--- config.mk ---
export PLATFORM = sky130hd
export DESIGN_NAME = pipe_hazard_ctrl
export DESIGN_NICKNAME = d
export VERILOG_FILES = /design/src/rtl/pipe_hazard_ctrl.sv
export SDC_FILE = /design/constraint.sdc
export NUM_CORES = 1
export LEC_CHECK = 0
export CORE_AREA = 2 2 41 43
export DETAILED_ROUTE_END_ITERATION = 10
export DIE_AREA = 0 0 43 45
export DONT_BUFFER_PORTS = 1
export MAX_ROUTING_LAYER = met4
export PLACE_DENSITY = 0.73
export SLEW_MARGIN = 20
export SYNTH_ARGS = -nofsm -noshare
export SYNTH_HDL_FRONTEND = slang
export SYNTH_SLANG_ARGS = --single-unit
--- constraint.sdc ---
create_clock -name clk -period 1.8 [get_ports clk]
set_input_delay 0.09 -clock clk [delete_from_list [all_inputs] [get_ports clk]]
set_output_delay 0.09 -clock clk [all_outputs]
set_load 0.02 [all_outputs]
--- src/rtl/pipe_hazard_ctrl.sv ---
// pipe_hazard_ctrl: load-use / MDU hazard detection and pipeline stall/flush control.
// Optional feature: define PIPE_HAZARD_CTRL_PERF_EN to build the stallCycles counter.
module pipe_hazard_ctrl #(
    parameter int MDU_CYCLES = 32
) (
    input  logic        clk,
    input  logic        rst,
    input  logic [4:0]  ID_rs,
    input  logic [4:0]  ID_rt,
    input  logic        ID_useRs,
    input  logic        ID_useRt,
    input  logic        ID_MDUStart,
    input  logic        ID_MDUUse,
    input  logic        ID_branchTaken,
    input  logic        EX_MemRead,
    input  logic [4:0]  EX_writeReg,
    output logic        PC_stall,
    output logic        IF_ID_stall,
    output logic        IF_ID_flush,
    output logic        ID_EX_clearCtrl,
    output logic        MDU_issue,
    output logic        MDU_busy,
    output logic        MDU_done,
    output logic [31:0] stallCycles
);
    typedef enum logic {S_IDLE, S_BUSY} mdu_state_t;

    localparam logic [5:0] LP_CYC = 6'(MDU_CYCLES);

    logic [5:0]  r_cnt;
    logic [5:0]  w_cnt_nxt;
    logic        r_done;
    mdu_state_t  w_state;
    logic        w_loadUse;
    logic        w_mduHaz;
    logic        w_stall;
    logic        w_issue;

    // The counter value is the MDU state: zero means idle.
    assign w_state = (r_cnt != 6'd0) ? S_BUSY : S_IDLE;

    // Hazard detection; everything is gated off while reset is held.
    always_comb begin
        w_loadUse = EX_MemRead && (EX_writeReg != 5'd0) &&
                    ((ID_useRs && (ID_rs == EX_writeReg)) ||
                     (ID_useRt && (ID_rt == EX_writeReg)));
        w_mduHaz  = (w_state == S_BUSY) && (ID_MDUStart || ID_MDUUse);
        w_stall   = !rst && (w_loadUse || w_mduHaz);
        w_issue   = !rst && ID_MDUStart && !w_stall;
    end

    // MDU next-state: load on issue from idle, count down while busy.
    // A start seen while busy is stalled by mduHaz, so no reload happens.
    always_comb begin
        w_cnt_nxt = r_cnt;
        case (w_state)
            S_IDLE:  if (w_issue) w_cnt_nxt = LP_CYC;
            S_BUSY:  w_cnt_nxt = r_cnt - 6'd1;
            default: w_cnt_nxt = 6'd0;
        endcase
    end

    // MDU state register and registered completion pulse on the 1->0 step.
    always_ff @(posedge clk or posedge rst) begin
        if (rst) begin
            r_cnt  <= 6'd0;
            r_done <= 1'b0;
        end else begin
            r_cnt  <= w_cnt_nxt;
            r_done <= (r_cnt == 6'd1);
        end
    end

    assign PC_stall        = w_stall;
    assign IF_ID_stall     = w_stall;
    assign ID_EX_clearCtrl = w_stall;
    // A stalled branch is not flushed; it is re-evaluated next cycle.
    assign IF_ID_flush     = !rst && ID_branchTaken && !w_stall;
    assign MDU_issue       = w_issue;
    assign MDU_busy        = !rst && (w_state == S_BUSY);
    assign MDU_done        = r_done;

`ifdef PIPE_HAZARD_CTRL_PERF_EN
    logic [31:0] r_stallCycles;

    // Count every edge on which the PC is held; wraps naturally.
    always_ff @(posedge clk or posedge rst) begin
        if (rst) r_stallCycles <= 32'h0;
        else if (w_stall) r_stallCycles <= r_stallCycles + 32'h1;
    end

    assign stallCycles = r_stallCycles;
`else
    assign stallCycles = 32'h0;
`endif

endmodule
Word-level counts from Yosys, hierarchy flattened
Cells that the tools add are included.

Add/sub/neg operators: 1. Equality and inequality tests: 4. Muxes and demuxes: 3. Bitwise gates (word level): 1. Reduce and logical (&&, ||, !) cells: 18.

Operators with widths (count): 6-bit one-hot mux with 2 select lines (1); 1-bit logical AND (11); 5-bit equality test (2); 6-bit by 1-bit equality test with 1-bit output, second input constant (1); 6-bit two-way mux (1); 6-bit nonzero test (1); 6-bit by 1-bit subtractor with 6-bit output, second input constant (1); 5-bit nonzero test (1); 1-bit logical OR (3); 1-bit logical NOT (2); 2-bit != test, second input constant (1); 1-bit two-way mux (1); 1-bit inverter (1).

Flip-flop bits (word level): 7. Bits of input ports: 23. Output and inout bits: 39. Logic and storage cells: 29.

Logic depth before layout (Yosys ltp)
Depth after elaboration: 10. Gate-level depth with buffers: 7.

Worst setup path after synthesis
Ideal clock, no wire load.

Kind: register -> output. From: register r_cnt[2]. To: output port IF_ID_flush. Arrival time: 1710 ps. Data required time: 1710 ps. Slack: 0 ps. Cell stages (with the launch flop): 6. Buffers on the path: 1. Path through: dfrtp_1 nor4_2 and2_1 buf_2 o21ai_0 a211oi_1.

Word-level cells in the longest chain between the ends: 7.

RTL lines: start: declaration (RTL line 30) `logic [5:0] r_cnt;`; start signal: assignment (RTL line 69) `r_cnt <= w_cnt_nxt;`; 6-bit nonzero test (RTL line 40) `assign w_state = (r_cnt != 6'd0) ? S_BUSY : S_IDLE;`; 1-bit two-way mux (RTL line 40); 1-bit logical AND (RTL line 47) `w_mduHaz = (w_state == S_BUSY) && (ID_MDUStart || ID_MDUUse);`; 1-bit logical OR (RTL line 48) `w_stall = !rst && (w_loadUse || w_mduHaz);`; 1-bit logical AND (RTL line 48); 1-bit logical NOT (RTL line 78) `assign IF_ID_flush = !rst && ID_branchTaken && !w_stall;`; 1-bit logical AND (RTL line 78); end: declaration (RTL line 19) `output logic IF_ID_flush,`.

Every way passes these cells.

Final worst setup path
From: register r_cnt[1]. To: output port IF_ID_flush.

Same word-level chain as after synthesis.

==> run summary <==
Status - finished clean
Register area share after synthesis - 20.4%
Hold-critical path depth - 2
Longest Clk Path Bufs - 2
Final Hold Fails - 0
Register area - 176 sq um
Worst vdd ir - 0.421 mV
Top-area cell type share of the netlist area - 29.8%
Largest cells by area after synthesis - buf_4 30%, dfrtp_1 20%, xor2_1 10%, ha_1 4.4%, xnor2_1 3.1%
Vias per cell - 4.90
Gp weighted congestion - 0.832
Slew @ Worst Pin - 490 ps
Fmax - 580 MHz
Routed vias - 593
Die X - 43 um
Reg2Reg Depth - 5
Clock power frac - 15.5%
CP startpoint kind - flip-flop
YS warnings - 0
Required time worst endpoint - 1710 ps
Power Density - 1180 mW/mm^2
Register bit total from synthesis - 7
Initial antenna violation count - 0
Crit Path Class - flip-flop to output pin
IO Pins - 62
# rows - 14
Clk sinks - 7
Ys flop type - dfrtp_1
Root buffer cell - clkbuf_4
CTS tree - built
Hold crit path type - input port to flip-flop
IO Port Bufs - 0
Synth area leader - buf_4
First-pass GRT wire length - 2220 um
Mapped cell area - 857 sq um
WL/cell - 12.3 um
Most common cell after layout, fill and taps aside - conb_1
Final Non-Filler Cells - 121
CP max stage cell - dfrtp_1
R2R Setup Slk - 100 ps
Initial DRC Count - 4
Synthesis-to-layout area growth - -1.90%
Post-synth EDFFs - 0
Total CTS buffers - 3
Antenna diodes - 0
Minimum clock period - 1720 ps
Inst Count DP - 114
Nets - 132
Final wirelength - 1490 um
Initial Util - 58.2%
Synth Instances - 99
Worst skew pair latency - 270 ps
FFs w/ async S/R, synth - 100%
Max-slew violations - 0
Switching pwr - 448 uW
Tot Pwr - 992 uW
Fin crit share - 95.8%
Distinct cells, synth - 31
Relative slew slack - 67.0%
Final antenna-violating net count - 0
Final setup margin - 75.2 ps
Layout cells sized above 1 - 17.1%
DIE HEIGHT - 45 um
CP max FO - 4
Pint - 544 uW
Delay of the slowest critical-path stage - 410 ps
Footprint of the multi-input gates - 558 sq um
Critical Path End Type - output pin
Mapped Avg Cell Area - 8.66 sq um
Switching portion of total power - 45.2%
Core footprint - 0.00147 sq mm
Fillcell total - 143
Drt first pass iters - 3
CTS clk-pin slew, worst paths - 70 ps
Flop pwr share - 32.1%
Most frequent cells in the layout - 32 x conb_1, 10 x xor2_1, 6 x dfrtp_1
Max Cap Viol - 0
Post-DP HPWL - 1210 um
Cell Chain, Critical Path - inv_1 > ha_2 > and2_4 > o21ai_1 > a211oi_2 > buf_4
Pin count of the biggest net entering global routing - 11
Leak pwr - 0.407 nW
Max H-tree Level - 1
Overall routing resource usage - 16.8%
Residual DRC count - 0
Overall die area - 0.00194 sq mm
Worst EP arrival - 1630 ps
Post-Place Worst Slack - 77.6 ps
Clk_skew - 13.8 ps
Vias in the first global route - 546
Final setup fails - 0
Logic pwr share - 52.4%
GRT overflow - 0
[worst max-delay path: cells and delay by family, from the launching register on]
kind / cells / cell delay (ps)
and+or+nand+nor: 1 / 150
adders and majority gates: 1 / 220
buffers and inverters: 2 / 310
DFF: 1 / 410
AOI/OAI and AO/OA: 2 / 290
[metrics by stage]
step / TNS, ps / util [%] / cell area, sq um / hold slack (ps)
after floorplan: 0 / - / 978 / -81.7
after global placement: 0 / 51.7 / 761 / -36.1
after global routing: -24.1 / 57.1 / 841 / 148
final: 0 / 57.1 / 841 / 94.9
after CTS: 0 / 55.2 / 812 / 110
after detailed placement: 0 / 51.7 / 761 / -36.9
[cell type report]
type	count	share of cell area, %
inverter	3	1.34
tap	16	2.38
multi-input combinational	85	66.4
timing repair buffer	6	5.65
sequential	7	21.0
clock inverter	1	0.595
clock buffer	3	2.68
[routing by layer]
metal	part of all wire (%)	global-route usage (%)	up-vias
met5	0	-	-
met1	34	17.3	275
li1	-	-	283
met3	8.9	4.00	4
met2	54	26.7	31
met4	2.6	15.2	0
[cell usage after synthesis (3+ instances only)]
cell,instances
buf_4,34
nor4_1,3
nor2_1,5
ha_1,3
xor2_1,10
xnor2_1,3
inv_1,3
dfrtp_1,7
[sequential cells by signal, indices dropped and copies added (netlist names)]
register / count
r_cnt: 6
MDU_done: 1
[power by group through the flow]
| stage | combinational (mW) | clock (mW) | sequential (mW) |
|---|---|---|---|
| 2_1_floorplan | 0.423 | 0 | 0.307 |
| 3_3_place_gp | 0.444 | 0 | 0.308 |
| 3_5_place_dp | 0.462 | 0 | 0.311 |
| 4_1_cts | 0.476 | 0.156 | 0.311 |
| 5_1_grt | 0.583 | 0.164 | 0.329 |
| 6_report | 0.520 | 0.154 | 0.319 |
[path summary, 6_finish.rpt]
check / start / end
worst max-delay path: r_cnt[1]$_DFFE_PP0P_ / IF_ID_flush
worst min-delay path: rst / r_cnt[1]$_DFFE_PP0P_
worst max register to register: r_cnt[2]$_DFFE_PP0P_ / r_cnt[5]$_DFFE_PP0P_
worst min register to register: r_cnt[3]$_DFFE_PP0P_ / r_cnt[3]$_DFFE_PP0P_
max in group asynchronous: rst / r_cnt[2]$_DFFE_PP0P_
min in group asynchronous: rst / r_cnt[5]$_DFFE_PP0P_
[cells by family (layout without fill, tap and decap cells)]
| family | after synthesis | after routing | synth area share (%) |
|---|---|---|---|
| compound gates | 12 | 12 | 10.2 |
| xor+xnor | 13 | 13 | 13.3 |
| fa+ha+maj | 3 | 3 | 4.38 |
| buf+inv | 38 | 13 | 31.7 |
| flops | 7 | 7 | 20.4 |
| mux | 1 | 1 | 1.17 |
| other cells | 1 | 32 | 0.438 |
| simple gates | 24 | 24 | 18.4 |
[repair_timing]
item,4_1_cts,5_1_grt
hold buffers,1,0
cloned,0,0
resized for setup,4,4
pin swaps,2,2
endpoints found under the hold margin,7,0
endpoints found under the setup margin,5,7
buffers inserted,1,1
Note: power is estimated with default switching activity, not from simulation.
